`src/rtl/piso_tx_scheduler.sv`:
```
// Round-robin scheduler sharing one LSB-first serializer among NREQ requesters.
// Each frame: grant in IDLE, capture in LOAD, WIDTH bits in SHIFT, GAP idle cycles.
module piso_tx_scheduler #(
  parameter  int WIDTH = 4,
  parameter  int NREQ  = 4,
  parameter  int GAP   = 1,
  localparam int IDW   = $clog2(NREQ)
) (
  input  logic                  Clock,
  input  logic                  Reset,
  input  logic [NREQ-1:0]       Req_Valid,
  input  logic [NREQ*WIDTH-1:0] Req_Data,
  output logic [NREQ-1:0]       Req_Ready,
  output logic                  SOut,
  output logic                  Frame,
  output logic [IDW-1:0]        Grant_Id,
  output logic                  Done,
  output logic                  Busy
);

  localparam int CMAX = (WIDTH > GAP) ? WIDTH : GAP;
  localparam int CW   = $clog2(CMAX + 1);
  localparam logic [CW-1:0]   LAST_BIT = CW'(WIDTH - 1);
  localparam logic [CW-1:0]   GAP_LAST = CW'((GAP > 0) ? (GAP - 1) : 0);
  localparam logic [CW-1:0]   CNT_ONE  = CW'(1'b1);
  localparam logic [NREQ-1:0] ONE_HOT  = {{(NREQ-1){1'b0}}, 1'b1};

  typedef enum logic [1:0] {ST_IDLE, ST_LOAD, ST_SHIFT, ST_GAP} state_t;

  state_t            state_q, state_d;
  logic [IDW-1:0]    ptr_q, ptr_d;
  logic [IDW-1:0]    grant_q, grant_d;
  logic [WIDTH-1:0]  shreg_q, shreg_d;
  logic [CW-1:0]     cnt_q, cnt_d;
  logic [NREQ-1:0]   ready_q, ready_d;
  logic              sout_q, sout_d;
  logic              frame_q, frame_d;
  logic              done_q, done_d;
  logic              busy_q, busy_d;

  logic [IDW-1:0]    sel_s;
  logic [IDW-1:0]    idx_s;
  logic              hit_s;
  logic [WIDTH-1:0]  word_s;

  assign word_s = Req_Data[int'(grant_q)*WIDTH +: WIDTH];

  // First valid requester strictly after the pointer, wrapping; the last served ranks lowest.
  always_comb begin
    sel_s = '0;
    idx_s = '0;
    hit_s = 1'b0;
    for (int k = 1; k <= NREQ; k++) begin
      idx_s = IDW'((int'(ptr_q) + k) % NREQ);
      if (!hit_s && Req_Valid[idx_s]) begin
        hit_s = 1'b1;
        sel_s = idx_s;
      end else begin
        hit_s = hit_s;
      end
    end
  end

  always_comb begin
    state_d = state_q;
    ptr_d   = ptr_q;
    grant_d = grant_q;
    shreg_d = shreg_q;
    cnt_d   = cnt_q;
    ready_d = '0;
    sout_d  = sout_q;
    frame_d = frame_q;
    done_d  = 1'b0;
    case (state_q)
      ST_IDLE: begin
        if (hit_s) begin
          state_d = ST_LOAD;
          ptr_d   = sel_s;
          grant_d = sel_s;
          ready_d = ONE_HOT << sel_s;
        end else begin
          state_d = ST_IDLE;
        end
      end
      ST_LOAD: begin
        sout_d  = word_s[0];
        frame_d = 1'b1;
        shreg_d = {1'b0, word_s[WIDTH-1:1]};
        cnt_d   = '0;
        state_d = ST_SHIFT;
      end
      ST_SHIFT: begin
        if (cnt_q == LAST_BIT) begin
          sout_d  = 1'b0;
          frame_d = 1'b0;
          done_d  = 1'b1;
          cnt_d   = '0;
          state_d = (GAP > 0) ? ST_GAP : ST_IDLE;
        end else begin
          sout_d  = shreg_q[0];
          shreg_d = {1'b0, shreg_q[WIDTH-1:1]};
          cnt_d   = cnt_q + CNT_ONE;
        end
      end
      ST_GAP: begin
        if (cnt_q == GAP_LAST) begin
          cnt_d   = '0;
          state_d = ST_IDLE;
        end else begin
          cnt_d   = cnt_q + CNT_ONE;
        end
      end
      default: begin
        state_d = ST_IDLE;
        sout_d  = 1'b0;
        frame_d = 1'b0;
      end
    endcase
    busy_d = (state_d != ST_IDLE);
  end

  always_ff @(posedge Clock or negedge Reset) begin
    if (!Reset) begin
      state_q <= ST_IDLE;
      ptr_q   <= IDW'(NREQ - 1);
      grant_q <= '0;
      shreg_q <= '0;
      cnt_q   <= '0;
      ready_q <= '0;
      sout_q  <= 1'b0;
      frame_q <= 1'b0;
      done_q  <= 1'b0;
      busy_q  <= 1'b0;
    end else begin
      state_q <= state_d;
      ptr_q   <= ptr_d;
      grant_q <= grant_d;
      shreg_q <= shreg_d;
      cnt_q   <= cnt_d;
      ready_q <= ready_d;
      sout_q  <= sout_d;
      frame_q <= frame_d;
      done_q  <= done_d;
      busy_q  <= busy_d;
    end
  end

  assign Req_Ready = ready_q;
  assign SOut      = sout_q;
  assign Frame     = frame_q;
  assign Grant_Id  = grant_q;
  assign Done      = done_q;
  assign Busy      = busy_q;

endmodule

```
`config.mk`:
```
export PLATFORM = sky130hd
export DESIGN_NAME = piso_tx_scheduler
export DESIGN_NICKNAME = d
export VERILOG_FILES = /design/src/rtl/piso_tx_scheduler.sv
export SDC_FILE = /design/constraint.sdc
export NUM_CORES = 1
export LEC_CHECK = 0
export CAP_MARGIN = 20
export CORE_ASPECT_RATIO = 0.7
export CORE_MARGIN = 3
export CORE_UTILIZATION = 50
export CTS_CLUSTER_SIZE = 12
export DETAILED_ROUTE_END_ITERATION = 8
export PLACE_DENSITY = 0.83
export SLEW_MARGIN = 5
export SYNTH_ARGS = -nofsm -noshare
export SYNTH_HDL_FRONTEND = slang
export SYNTH_SLANG_ARGS = --single-unit
```
`constraint.sdc`:
```
create_clock -name Clock -period 2.72 [get_ports Clock]
set_input_delay 0.68 -clock Clock [delete_from_list [all_inputs] [get_ports Clock]]
set_output_delay 0.68 -clock Clock [all_outputs]
set_load 0.01 [all_outputs]
```
==> run summary, run 1 <==
Worst stage delay on the critical path -> 610 ps
Synth Warn # -> 0
CP arrival -> 1430 ps
Initial cell density of the core -> 57.2%
CP Capture Type -> output port
H-tree depth -> 1
Sink Count -> 20
WHS -> 497 ps
Die area -> 0.00291 mm2
Hold_sp -> ptr_q[0]
Crit path from -> Grant_Id[0]
Layout cells sized above 1 -> 11.7%
P&R area growth vs syn -> 32.2%
Die Ht -> 46.0 um
Crit start category -> flop
Post-Synthesis Cells -> 112
Dpl hpwl -> 1.80 mm
Max Cap Viol -> 0
Post-synthesis sequential area ratio -> 43.9%
CTS tree -> built
Flops & latches, synth -> 20
Outcome -> completed
Number of remaining DRC errors -> 0
Syn_area_per_cell -> 10.2 um2
Clock root cell -> clkbuf_4
Post-synth top flop -> dfrtp_1
Worst slew pin tran -> 564 ps
Number of I/O pins -> 32
Relative slew margins -> 62.0%
Chip width -> 63.2 um
Final WL -> 2.26 mm
Delay-heaviest family, CP -> buffers and inverters
CP max FO -> 6
Top cell type's share of synthesized area -> 39.3%
Num rows -> 13
Fin crit period -> 2110 ps
Clk_skew -> 1.30 ps
Total Neg Setup Slack -> 0 ps
Initial antenna violation count -> 0
Max VDD drop -> 507 uV
Worst flop-to-flop path startpoint -> state_q[0]
First-pass GRT wire length -> 3.89 mm
Crit Path Class -> reg2out
Inserted Diodes -> 0
RSZ-0062 raised after global routing -> no
Reg clk slew, reported paths -> 100 ps
Buffers & Inverters on Critical Path -> 1
Detailed-route wire length per cell -> 12.9 um
Most frequent cells after synthesis -> 18 x dfrtp_1, 13 x inv_1, 11 x nand2_1, 11 x nor2_1, 10 x o21ai_0
Power Total -> 1500 uW
F_max -> 0.474 GHz
Vias in the first global route -> 902
Most common cell in the netlist -> dfrtp_1
Hold Fails Final Rpt -> 0
Global route total overflow -> 0
Pwr Density -> 990 mW/mm2
Worst path slowest cell -> clkdlybuf4s50_1
Library cells used by synthesis -> 29
DRT iter0 DRCs -> 18
Final Net Count -> 178
Req. time, crit path -> 2040 ps
Post-CTS Setup Inserts -> 0
Overall routing resource usage -> 17.9%
Syn nets -> 143
Resize count post-CTS -> 0
CTS buffer count -> 3
Max clock buf depth -> 2
Hold-fix buffers at CTS -> 0
Async SR Flop Fraction -> 100%
Placer Congestion -> 0.723
Vias per cell -> 5.36
Worst path cell trace -> clkdlybuf4s50_1
Synth area leaders -> dfrtp_1 39%, ha_1 9.8%, mux4_2 7.9%
Fin crit share -> 77.6%
Clk Latency, worst-skew pair -> 300 ps
Final setup violation count -> 0
Largest net degree at the start of global routing -> 21
Area leader, netlist -> dfrtp_1
Mapped Area -> 0.00114 mm2
Final Max Tran Viols -> 0
Hold Path Class -> reg2reg
First-pass DRT Iterations -> 4
Via count -> 938
IO Port Bufs -> 31
LEAKAGE -> 0.000672 uW
Core Region -> 0.00200 mm2
Post-synth EDFFs -> 0
Antenna viol nets, final -> 0
Fill cell count -> 155
==> stage by stage <==
stage,worst slack (ps),utilization [%],cells,area [um2]
after floorplan,1130,-,112,1140
after global routing,504,75.7,175,1510
after detailed placement,596,74.5,172,1490
after global placement,652,74.5,172,1490
after CTS,584,75.7,175,1510
final,609,75.7,175,1510
==> kinds of logic (layout without fill, tap and decap cells) <==
logic type | after synthesis | count (layout) | synth area share (%)
flip-flops | 20 | 20 | 43.9
adder cells (fa/ha/maj) | 9 | 9 | 9.84
buffers and inverters | 16 | 49 | 5.68
multiplexers | 5 | 5 | 8.74
AND/OR/NAND/NOR | 35 | 35 | 16.0
AO/OA/AOI/OAI | 27 | 27 | 15.8
==> final timing paths <==
check / to / slack, ps / depth (start not counted)
hold reg to reg: ptr_q[0] / 500 / 2
setup / recovery: Grant_Id[0] / 610 / 1
min in group asynchronous: Done / 700 / 2
hold / removal: ptr_q[0] / 500 / 2
setup reg to reg: shreg_q[1] / 1090 / 5
max in group asynchronous: ptr_q[0] / 1750 / 2
==> where the power goes <==
group	internal (uW)	switching (uW)	leakage, uW
Clock	51.8	87.4	0.0000138
Sequential	434	118	0.000243
Combinational	420	388	0.000416
==> metal layers <==
metal | GRT usage [%] | vias to the layer above | wire (um)
met5 | 0 | - | 0
met4 | 6.44 | 0 | 27
met3 | 6.67 | 4 | 180
met2 | 32.7 | 34 | 1020
met1 | 19.8 | 443 | 1020
li1 | - | 457 | -
==> sequential cells by signal, indices dropped and copies added, names as in the netlist <==
| signal | cells |
|---|---|
| Busy | 1 |
| state_q | 2 |
| ptr_q | 2 |
| shreg_q | 3 |
| cnt_q | 3 |
| Frame | 1 |
| Req_Ready | 4 |
| Done | 1 |
| SOut | 1 |
| Grant_Id | 2 |
==> final cells by class <==
type                            instances  area [um2]  share of cell area [%]
Sequential cell                        20         503                    33.2
Multi-Input combinational cell         76         577                    38.1
Inverter                               13        48.8                    3.22
Clock buffer                            3        22.5                    1.49
Tap cell                               30        37.5                    2.48
Timing Repair Buffer                   33         325                    21.5
==> cells in the final DEF, fill, tap and decap left out <==
cell type        Yosys  final
a211o_2              1      1
a21boi_0             1      1
a21oi_1              7      7
a221oi_1             1      1
a31oi_1              1      1
a32o_1               1      1
and2_1               1      1
and2_4               1      1
buf_4                1      2
clkbuf_4             0      3
clkdlybuf4s50_1      0     31
dfrtp_1             18     18
dfstp_2              2      2
ha_1                 9      9
inv_1               13     13
mux2i_1              1      1
mux4_2               4      4
nand2_1             11     11
nand2b_1             2      2
nor2_1              11     11
nor2b_1              3      3
nor3_1               2      2
nor3b_1              3      3
nor4_4               1      1
o21ai_0             10     10
o221a_2              2      2
o221ai_1             1      1
o22ai_1              1      1
o41ai_2              1      1
(Power assumes the default switching activity.)
==> run 2: changes to the inputs <==
CORE_UTILIZATION = 47   (was 50)
PLACE_DENSITY = 0.79   (was 0.83)
clock period = 2.1 ns   (was 2.72 ns; I/O delays follow)
==> run 2 against run 1 <==
Critical path depth stayed put. Design area up 0.66%. Core utilization is 7.2 points lower. Worst setup slack lost 390 ps. Via count decreased by 1.2%. Global-route usage rose by 0.97 points. Clock power is 26% higher. Non-clock buffer count is 1 higher. Largest cell class unchanged. Largest power group unchanged.
==> run summary, run 2 (synthesized netlist as in run 1, its figures left out) <==
Dpl hpwl -> 1.96 mm (was 1.80 mm)
Buffers & Inverters on Critical Path -> 1 (unchanged)
Vias per cell -> 5.21 (was 5.36)
IO Port Bufs -> 31 (unchanged)
Antenna viol nets, final -> 0 (unchanged)
Die Ht -> 47.3 um (was 46.0 um)
Chip width -> 65.0 um (was 63.2 um)
Max Cap Viol -> 0 (unchanged)
WHS -> 511 ps (was 497 ps)
P&R area growth vs syn -> 33.1% (was 32.2%)
Largest register FFs -> 4 (unchanged)
Sw Share -> 39.3% (was 39.6%)
Final setup violation count -> 0 (unchanged)
Place WS -> 67.8 ps (was 596 ps)
Delay-heaviest family, CP -> buffers and inverters (unchanged)
Hold Crit Depth -> 2 (unchanged)
Crit path from -> Grant_Id[1] (was Grant_Id[0])
Commonest non-fill, non-tap cell in the layout -> clkdlybuf4s50_1 (unchanged)
RSZ-0062 raised after global routing -> no (unchanged)
Multi-input logic area -> 577 um2 (unchanged)
Hold Path Class -> reg2reg (unchanged)
Hold Fails Final Rpt -> 0 (unchanged)
Number of remaining DRC errors -> 0 (unchanged)
Share of power burned in registers -> 35.9% (was 36.8%)
CP max FO -> 6 (unchanged)
Final core utilization -> 68.5% (was 75.7%)
Worst flop-to-flop path startpoint -> state_q[0] (unchanged)
Global route total overflow -> 0 (unchanged)
Slack of the critical path -> 223 ps (was 609 ps)
Clk Latency, worst-skew pair -> 300 ps (about the same)
Final Net Count -> 179 (was 178)
Largest net degree at the start of global routing -> 21 (unchanged)
DRT iter0 DRCs -> 28 (was 18)
Worst path cell trace -> clkdlybuf4s50_1 (unchanged)
Fin crit period -> 1880 ps
Initial antenna violation count -> 0 (unchanged)
CP Capture Type -> output port (unchanged)
Worst path slowest cell -> clkdlybuf4s50_1 (unchanged)
Worst stage delay on the critical path -> 580 ps (was 610 ps)
Combinational fraction of design power -> 55.1% (was 53.9%)
CTS buffer count -> 3 (unchanged)
Critical path depth -> 1 (unchanged)
Pint -> 1180 uW (was 906 uW)
Req. time, crit path -> 1570 ps (was 2040 ps)
Placer Congestion -> 0.717 (was 0.723)
Placed instance area -> 0.00150 mm2 (was 0.00149 mm2)
Core Region -> 0.00222 mm2 (was 0.00200 mm2)
Most frequent cells in the layout -> 31 x clkdlybuf4s50_1, 18 x dfrtp_1, 13 x inv_1, 11 x nor2_1, 11 x nand2_1 (unchanged)
Sink Count -> 20 (unchanged)
Detailed-route wire length per cell -> 13.4 um (was 12.9 um)
LEAKAGE -> 0.000677 uW (was 0.000672 uW)
Relative slew margins -> 65.2% (was 62.0%)
Final Max Tran Viols -> 0 (unchanged)
Max VDD drop -> 514 uV (was 507 uV)
Clock root cell -> clkbuf_4 (unchanged)
F_max -> 0.533 GHz
CP arrival -> 1350 ps (was 1430 ps)
Fill cell count -> 175 (was 155)
First-pass GRT wire length -> 4.20 mm (was 3.89 mm)
Inserted Diodes -> 0 (unchanged)
Number of I/O pins -> 32 (unchanged)
Clock share of power -> 9.0% (was 9.3%)
Hold_sp -> ptr_q[0] (unchanged)
Vias in the first global route -> 942 (was 902)
Initial cell density of the core -> 51.5% (was 57.2%)
Num rows -> 14 (was 13)
Sw Pwr -> 766 uW (was 593 uW)
Crit start category -> flop (unchanged)
Die area -> 0.00307 mm2 (was 0.00291 mm2)
Crit Path Class -> reg2out (unchanged)
CTS tree -> built (unchanged)
H-tree depth -> 1 (unchanged)
Post-CTS Setup Inserts -> 0 (unchanged)
Max clock buf depth -> 2 (unchanged)
Pwr Density -> 1280 mW/mm2 (was 990 mW/mm2)
Hold-fix buffers at CTS -> 0 (unchanged)
Layout cells sized above 1 -> 12.3% (was 11.7%)
Via count -> 927 (was 938)
Outcome -> completed (unchanged)
Total Neg Setup Slack -> 0 ps (unchanged)
Final WL -> 2.38 mm (was 2.26 mm)
Worst slew pin tran -> 518 ps (was 564 ps)
Clk_skew -> 5.99 ps (was 1.30 ps)
Register area -> 503 um2 (unchanged)
Overall routing resource usage -> 18.9% (was 17.9%)
Fin crit share -> 89.4%
Reg2reg path depth -> 6 (was 5)
Reg clk slew, reported paths -> 90 ps (was 100 ps)
Resize count post-CTS -> 0 (unchanged)
Final instance area -> 0.00152 mm2 (was 0.00151 mm2)
First-pass DRT Iterations -> 4 (unchanged)
run 2: worst register-to-register path, stage by stage, from the launching register on:
cell     delay, ps
dfrtp_1        450
inv_1          150
ha_1           220
o41ai_2         90
buf_4          180
nor4_4         200
nor2b_1        210
run 2: area by class of cell:
class	count	area share (%)
multi-input combinational	76	37.8
sequential	20	33.0
timing repair buffer	34	21.8
inverter	13	3.20
tap	32	2.63
clock buffer	3	1.48
run 2: path summary, 6_finish.rpt:
kind	end	slack (ps)
worst min register to register	ptr_q[0]	510
max in group asynchronous	ptr_q[0]	1280
worst max-delay path	Grant_Id[1]	220
worst max register to register	Req_Ready[2]	520
worst min-delay path	ptr_q[0]	510
min in group asynchronous	cnt_q[1]	550
run 2: power by group through the flow:
stage | sequential [uW] | combinational (uW) | clock [uW]
6_report | 700 | 1080 | 175
5_1_grt | 723 | 1210 | 203
4_1_cts | 701 | 1090 | 181
3_5_place_dp | 708 | 1080 | 0
3_3_place_gp | 696 | 1040 | 0
2_1_floorplan | 708 | 722 | 0
run 2: metrics by stage:
stage          total power, uW  instances
3_5_place_dp              1790        175
2_1_floorplan             1430        112
4_1_cts                   1970        178
5_1_grt                   2140        178
3_3_place_gp              1740        175
6_report                  1950        178
run 2: metal layers:
metal  up-vias  part of all wire (%)  global-route usage (%)
li1        457                     -                       -
met1       431                    43                    21.7
met2        34                    48                    33.9
met3         5                   8.4                    6.70
met4         0                   1.2                    6.30
met5         -                     0                       0
